[src/rtl/ascon_msk_pkg.sv]
// Shared definitions for the masked Ascon S-box layer controller and its helpers.
package ascon_msk_pkg;

  typedef enum logic [1:0] {
    IDLE  = 2'd0,
    ISSUE = 2'd1,
    DRAIN = 2'd2,
    DONE  = 2'd3
  } layer_state_e;

  localparam int NCOL = 64;

  // Fresh random bits per masked S-box: one per AND-gadget share pair, five ANDs per column.
  function automatic int rnd_per_sbox(input int d);
    return 5 * d * (d - 1) / 2;
  endfunction

endpackage

[src/rtl/msk_sbox_layer_ctrl_if.sv]
// Handshake bundle between the round FSM / PRNG / S-box array and the layer controller.
interface msk_sbox_layer_ctrl_if #(
  parameter int IW = 4
);

  logic          start;
  logic          busy;
  logic          done;
  logic          rnd_valid;
  logic          rnd_ready;
  logic          sb_in_valid;
  logic [IW-1:0] sb_in_idx;
  logic          sb_out_we;
  logic [IW-1:0] sb_out_idx;

  modport master (
    input  start,
    input  rnd_valid,
    output busy,
    output done,
    output rnd_ready,
    output sb_in_valid,
    output sb_in_idx,
    output sb_out_we,
    output sb_out_idx
  );

  modport slave (
    output start,
    output rnd_valid,
    input  busy,
    input  done,
    input  rnd_ready,
    input  sb_in_valid,
    input  sb_in_idx,
    input  sb_out_we,
    input  sb_out_idx
  );

endinterface

[src/rtl/msk_lat_pipe.sv]
// Fixed-latency valid+index delay line that shadows a free-running gadget pipeline.
module msk_lat_pipe #(
  parameter int LAT = 2,
  parameter int W   = 1
) (
  input  logic         clk,
  input  logic         rst,
  input  logic         in_valid,
  input  logic [W-1:0] in_idx,
  output logic         out_valid,
  output logic [W-1:0] out_idx
);

  logic [LAT-1:0] vld;
  logic [W-1:0]   idx [LAT];

  // Never stalls: the gadget it tracks has no enable, so this must not have one either.
  always_ff @(posedge clk) begin
    if (rst) begin
      vld <= '0;
      for (int i = 0; i < LAT; i++) begin
        idx[i] <= '0;
      end
    end else begin
      vld[0] <= in_valid;
      idx[0] <= in_idx;
      for (int i = 1; i < LAT; i++) begin
        vld[i] <= vld[i-1];
        idx[i] <= idx[i-1];
      end
    end
  end

  assign out_valid = vld[LAT-1];
  assign out_idx   = idx[LAT-1];

endmodule

[src/rtl/msk_sbox_layer_ctrl.sv]
// Sequences one masked Ascon substitution layer: issues column groups as randomness
// arrives and produces the matching write-back strobes LAT cycles later.
module msk_sbox_layer_ctrl #(
  parameter int D    = 2,
  parameter int PAR  = 4,
  parameter int LAT  = 2,
  parameter int NCOL = ascon_msk_pkg::NCOL
) (
  input logic                   clk,
  input logic                   rst,
  msk_sbox_layer_ctrl_if.master bus
);

  import ascon_msk_pkg::*;

  localparam int NG   = NCOL / PAR;
  localparam int IW   = (NG > 1) ? $clog2(NG) : 1;
  localparam int CW   = IW + 1;
  localparam int RNDW = PAR * rnd_per_sbox(D);

  localparam logic [CW-1:0] LAST = CW'(NG - 1);
  localparam logic [CW-1:0] ONE  = CW'(1);

  generate
    if ((NCOL % PAR) != 0 || LAT < 1 || RNDW < 1) begin : g_bad_cfg
      $error("msk_sbox_layer_ctrl: PAR must divide NCOL, LAT >= 1, D >= 2");
    end
  endgenerate

  layer_state_e  state_q;
  layer_state_e  state_d;
  logic [CW-1:0] issue_cnt;
  logic [CW-1:0] write_cnt;

  logic          busy;
  logic          done;
  logic          rnd_ready;
  logic          in_valid;
  logic [IW-1:0] in_idx;
  logic          out_we;
  logic [IW-1:0] out_idx;

  // Counters are cleared when a layer is accepted so a new layer never inherits stale counts.
  always_ff @(posedge clk) begin
    if (rst) begin
      state_q   <= IDLE;
      issue_cnt <= '0;
      write_cnt <= '0;
    end else begin
      state_q <= state_d;
      if (state_q == IDLE && bus.start) begin
        issue_cnt <= '0;
        write_cnt <= '0;
      end else begin
        if (in_valid) begin
          issue_cnt <= issue_cnt + ONE;
        end
        if (out_we && state_q != IDLE) begin
          write_cnt <= write_cnt + ONE;
        end
      end
    end
  end

  always_comb begin
    state_d   = state_q;
    busy      = 1'b1;
    done      = 1'b0;
    rnd_ready = 1'b0;
    in_valid  = 1'b0;
    in_idx    = '0;
    case (state_q)
      IDLE: begin
        busy = 1'b0;
        if (bus.start) begin
          state_d = ISSUE;
        end
      end
      ISSUE: begin
        rnd_ready = 1'b1;
        in_valid  = bus.rnd_valid;
        in_idx    = issue_cnt[IW-1:0];
        if (bus.rnd_valid && issue_cnt == LAST) begin
          state_d = DRAIN;
        end
      end
      DRAIN: begin
        // The last write can only land here, since it trails the last issue by LAT >= 1.
        if (out_we && write_cnt == LAST) begin
          state_d = DONE;
        end
      end
      DONE: begin
        done    = 1'b1;
        state_d = IDLE;
      end
      default: begin
        state_d = IDLE;
      end
    endcase
  end

  msk_lat_pipe #(
    .LAT (LAT),
    .W   (IW)
  ) u_lat_pipe (
    .clk       (clk),
    .rst       (rst),
    .in_valid  (in_valid),
    .in_idx    (in_idx),
    .out_valid (out_we),
    .out_idx   (out_idx)
  );

  assign bus.busy        = busy;
  assign bus.done        = done;
  assign bus.rnd_ready   = rnd_ready;
  assign bus.sb_in_valid = in_valid;
  assign bus.sb_in_idx   = in_idx;
  assign bus.sb_out_we   = out_we;
  assign bus.sb_out_idx  = out_idx;

endmodule

[src/flat_wrapper.sv]
// flat-port wrapper written by rule: the top's interface ports become plain ports
module msk_sbox_layer_ctrl_flat import ascon_msk_pkg::*;
#(
  parameter int D    = 2,
  parameter int PAR  = 4,
  parameter int LAT  = 2,
  parameter int NCOL = ascon_msk_pkg::NCOL
)
  (clk, rst, bus_start, bus_rnd_valid, bus_busy, bus_done, bus_rnd_ready, bus_sb_in_valid, bus_sb_in_idx, bus_sb_out_we, bus_sb_out_idx);
  msk_sbox_layer_ctrl_if #(.IW(4)) bus_i ();
  input logic clk;
  input logic rst;
  input wire logic [$bits(bus_i.start)-1:0] bus_start;
  input wire logic [$bits(bus_i.rnd_valid)-1:0] bus_rnd_valid;
  output wire logic [$bits(bus_i.busy)-1:0] bus_busy;
  output wire logic [$bits(bus_i.done)-1:0] bus_done;
  output wire logic [$bits(bus_i.rnd_ready)-1:0] bus_rnd_ready;
  output wire logic [$bits(bus_i.sb_in_valid)-1:0] bus_sb_in_valid;
  output wire logic [$bits(bus_i.sb_in_idx)-1:0] bus_sb_in_idx;
  output wire logic [$bits(bus_i.sb_out_we)-1:0] bus_sb_out_we;
  output wire logic [$bits(bus_i.sb_out_idx)-1:0] bus_sb_out_idx;
  assign bus_i.start = bus_start;
  assign bus_i.rnd_valid = bus_rnd_valid;
  assign bus_busy = bus_i.busy;
  assign bus_done = bus_i.done;
  assign bus_rnd_ready = bus_i.rnd_ready;
  assign bus_sb_in_valid = bus_i.sb_in_valid;
  assign bus_sb_in_idx = bus_i.sb_in_idx;
  assign bus_sb_out_we = bus_i.sb_out_we;
  assign bus_sb_out_idx = bus_i.sb_out_idx;
  msk_sbox_layer_ctrl #(.D(D), .PAR(PAR), .LAT(LAT), .NCOL(NCOL)) u_core (.clk(clk), .rst(rst), .bus(bus_i));
endmodule
[config.mk]
export PLATFORM = sky130hd
export DESIGN_NAME = msk_sbox_layer_ctrl_flat
export DESIGN_NICKNAME = d
export VERILOG_FILES = /design/src/rtl/ascon_msk_pkg.sv /design/src/rtl/msk_sbox_layer_ctrl_if.sv /design/src/rtl/msk_lat_pipe.sv /design/src/rtl/msk_sbox_layer_ctrl.sv /design/src/flat_wrapper.sv
export SDC_FILE = /design/constraint.sdc
export NUM_CORES = 1
export LEC_CHECK = 0
export CORE_MARGIN = 8
export CORE_UTILIZATION = 50
export DETAILED_ROUTE_END_ITERATION = 10
export GPL_TIMING_DRIVEN = 0
export PLACE_DENSITY = 0.73
export SYNTH_ARGS = -nofsm -noshare
export SYNTH_HDL_FRONTEND = slang
export SYNTH_SLANG_ARGS = --single-unit
[constraint.sdc]
create_clock -name clk -period 1.7 [get_ports clk]
set_input_delay 0.17 -clock clk [delete_from_list [all_inputs] [get_ports clk]]
set_output_delay 0.17 -clock clk [all_outputs]
set_load 0.01 [all_outputs]
==> flow_summary.yaml <==
place:
  place_inst: 144
  detailed_place_hpwl_um: 1310
  placed_area_um2: 1170
  port_buffers: 16
  gp_congestion: 0.699
power_and_ir_drop:
  total_leakage_power_nw: 0.524
  pwr-share-clk: 0.206
  switching_share: 0.310
  power_density_nw_per_um2: 1090
  internal-power_mw: 0.920
  combPwrFrac: 0.356
  vdd_drop_max_v: 0.000831
  p_seq_frac: 0.439
  power_switching_mw: 0.413
drt:
  vias: 698
  vias_per_cell: 4.68
  ant_nets: 0
  initialDrtViolationCount: 13
  drc: 0
  dr.pass1.iters: 4
  drt_wl_total_um: 1700
  wl_per_cell_um: 11.4
timing:
  rsz0062_at_grt: "false"
  slew_violations: 0
  fmax_ghz: 0.614
  slew_headroom: 0.740
  period_needed_ns: 1.63
  clock_skew_ns: 0.00246
  hold_ws_ns: 0.448
  post-route-period-util: 0.958
  setup_viol: 0
  final-hold-violation-count: 0
  tns_ns: 0
  tightest_slew_ns: 0.391
worst_setup_path:
  rr_startpoint: "u_core.issue_cnt[0]"
  r2r-end: "u_core.state_q[0]"
  crit_fanout: 5
  rrSetupSlack_ns: 0.07
  crit_path_end_kind: "flop"
  rr_worst_depth: 6
  crit_type: "reg2reg"
  arrival_ns: 1.82
  cp-start-kind: "flop"
  cp-startpoint: "u_core.issue_cnt[0]"
  worstSetupEndpoint: "u_core.state_q[0]"
  worstPathRequired_ns: 1.90
layout:
  post-route-util: 0.643
  diodes: 0
  final_layout_size_suffix_gt1_frac: 0.156
  area.growth.synth_to_final_pct: 25.6
  final_cell_area_um2: 1220
  nets: 135
  finalNonFillerCells: 149
synthesis:
  synth_common_cells: "dfxtp_1, and2_1, ha_1, nor2_1, nor2b_1"
  synthMuxAreaShare: 0.0103
  ys.flop_type: "dfxtp_1"
  synth.area.top_cells: "dfxtp_1, ha_1, and2_1"
  postSynthRegisterBits: 22
  syn_inst: 101
  ys_warn_count: 0
  synth_compound_area_frac: 0.107
  yosysMostFrequentCell: "dfxtp_1"
  yosysTopAreaCellShare: 0.452
  synth_fp_nets: 113
  synth-adder-area-share: 0.103
  synth_edf_count: 0
  synth_top_family_by_area: "simple AND/OR/NAND/NOR gates"
  yosysUniqueCellTypes: 31
  ys_async_sr_fraction: 0
  synthXorXnorAreaFrac: 0.0360
  synth_largest_area_cell: "dfxtp_1"
  syn_avg_cell_area_um2: 9.64
  syn_area_um2: 973
  ys_seq_area_frac: 0.452
  synthSimpleGateAreaFrac: 0.221
clock_network:
  cts_hold_buf: 0
  clock_path_buffers: 2
  clk_pin_slew_ns: 0.11
  cts_sinks: 22
  cts_root_buf: "clkbuf_4"
  numCtsBuffers: 3
  cts_tree: "done"
  htreeDepth: 1
  clock_latency_ns: 0.29
floorplan:
  die-height_um: 60.1
  die_area_um2: 3620
  core_um2: 1900
  core.rowCount: 16
  die_w_um: 60.1
  ios: 17
  initial_core_util: 0.512
grt:
  track_usage: 0.104
  antenna_found_initial: 0
  grt_max_degree: 13
  grt_pass1_vias: 685
  overflow: 0
  grt_first_pass_wirelength_um: 2790
min_path:
  hold_path.class: "reg2reg"
flow_run:
  max_cap_viol_count: 0
status:
  status: "finished, final reports clean"
-- cells in the final DEF (no fill, tap or decap), drive strengths merged --
| cell | synthesis | routed |
|---|---|---|
| nand3 | 4 | 4 |
| and3 | 2 | 2 |
| and2b | 1 | 1 |
| a21oi | 6 | 6 |
| xor2 | 3 | 3 |
| and2 | 8 | 8 |
| a21bo | 2 | 2 |
| o21ai | 2 | 2 |
| clkdlybuf4s50 | 0 | 10 |
| or3 | 2 | 2 |
| dfxtp | 22 | 22 |
| a211oi | 2 | 2 |
| dlygate4sd2 | 0 | 2 |
| ha | 8 | 8 |
| buf | 6 | 7 |
| a21o | 1 | 1 |
| clkdlybuf4s15 | 0 | 4 |
| nor2 | 7 | 7 |
| o21a | 1 | 1 |
| inv | 6 | 6 |
| o211a | 1 | 1 |
| nor2b | 6 | 6 |
| clkbuf | 1 | 5 |
| xnor2 | 1 | 1 |
| mux2i | 1 | 1 |
| nand3b | 1 | 1 |
| nand2b | 3 | 3 |
| nand2 | 4 | 4 |
-- layout make-up --
class | instances | area (um^2)
well taps | 27 | 33.8
multi-input cells | 66 | 472
repair buffers | 17 | 165
clock buffers | 4 | 36.3
inverters | 6 | 22.5
plain buffers | 7 | 50.0
flip-flops and latches | 22 | 443
fillers | 166 | 679
-- critical path, stage by stage (launching register included) --
cell and delay [ns]:
dfxtp_1 0.38, ha_1 0.23, and3_1 0.19, ha_1 0.18, a21bo_1 0.20, o211a_1 0.16, o21a_1 0.19
-- per-layer routing --
layer,vias to the layer above,routed length (um),global-route usage
li1,367,-,-
met1,321,733,0.100
met2,10,906,0.198
met3,0,57,0.0280
met4,0,0,0.0408
met5,-,0,0
-- how the worst min path moves through the flow --
stage                                      from                     endpoint  slack [ns]  cells past startpoint
floorplan                         bus_rnd_valid          u_core.issue_cnt[1]        0.33                      2
global placement    u_core.u_lat_pipe.idx[0][0]  u_core.u_lat_pipe.idx[0][4]        0.42                      1
detailed placement     u_core.u_lat_pipe.vld[0]     u_core.u_lat_pipe.vld[1]        0.43                      1
CTS                 u_core.u_lat_pipe.idx[0][2]  u_core.u_lat_pipe.idx[0][6]        0.45                      1
global route        u_core.u_lat_pipe.idx[0][0]  u_core.u_lat_pipe.idx[0][4]        0.47                      1
finish              u_core.u_lat_pipe.idx[0][2]  u_core.u_lat_pipe.idx[0][6]        0.45                      1
-- power groups by stage --
stage	Combinational [mW]	Sequential (mW)	Clock (mW)
after floorplan	0.298	0.590	0
after global placement	0.430	0.595	0
after detailed placement	0.444	0.598	0
after CTS	0.461	0.584	0.288
after global routing	0.525	0.589	0.312
final	0.474	0.585	0.274
-- state kept, by name, summed over array words and instances (netlist names) --
register,count
u_core.u_lat_pipe.idx,8
u_core.state_q,2
u_core.issue_cnt,5
u_core.u_lat_pipe.vld,2
u_core.write_cnt,5
-- stage by stage --
step / total power [mW] / setup WS, ns
floorplan: 0.888 / 0.252
global placement: 1.03 / 0.0390
detailed placement: 1.04 / 0.0263
CTS: 1.33 / 0.0103
global route: 1.43 / 0.00109
finish: 1.33 / 0.0721
-- repair_timing --
action	4_1_cts	5_1_grt
gates resized for setup	10	5
setup endpoints to repair	6	5
buffers inserted	1	0
pin swaps	0	0
-- kinds of logic (layout without fill, tap and decap cells) --
family                     count (synthesis)  in the layout
and+or+nand+nor                           38             38
DFF                                       22             22
AOI/OAI and AO/OA                         15             15
buffers and inverters                     13             34
adders and majority gates                  8              8
xor gates and xnor gates                   4              4
muxes                                      1              1
Power figures use the tool's default switching activity.
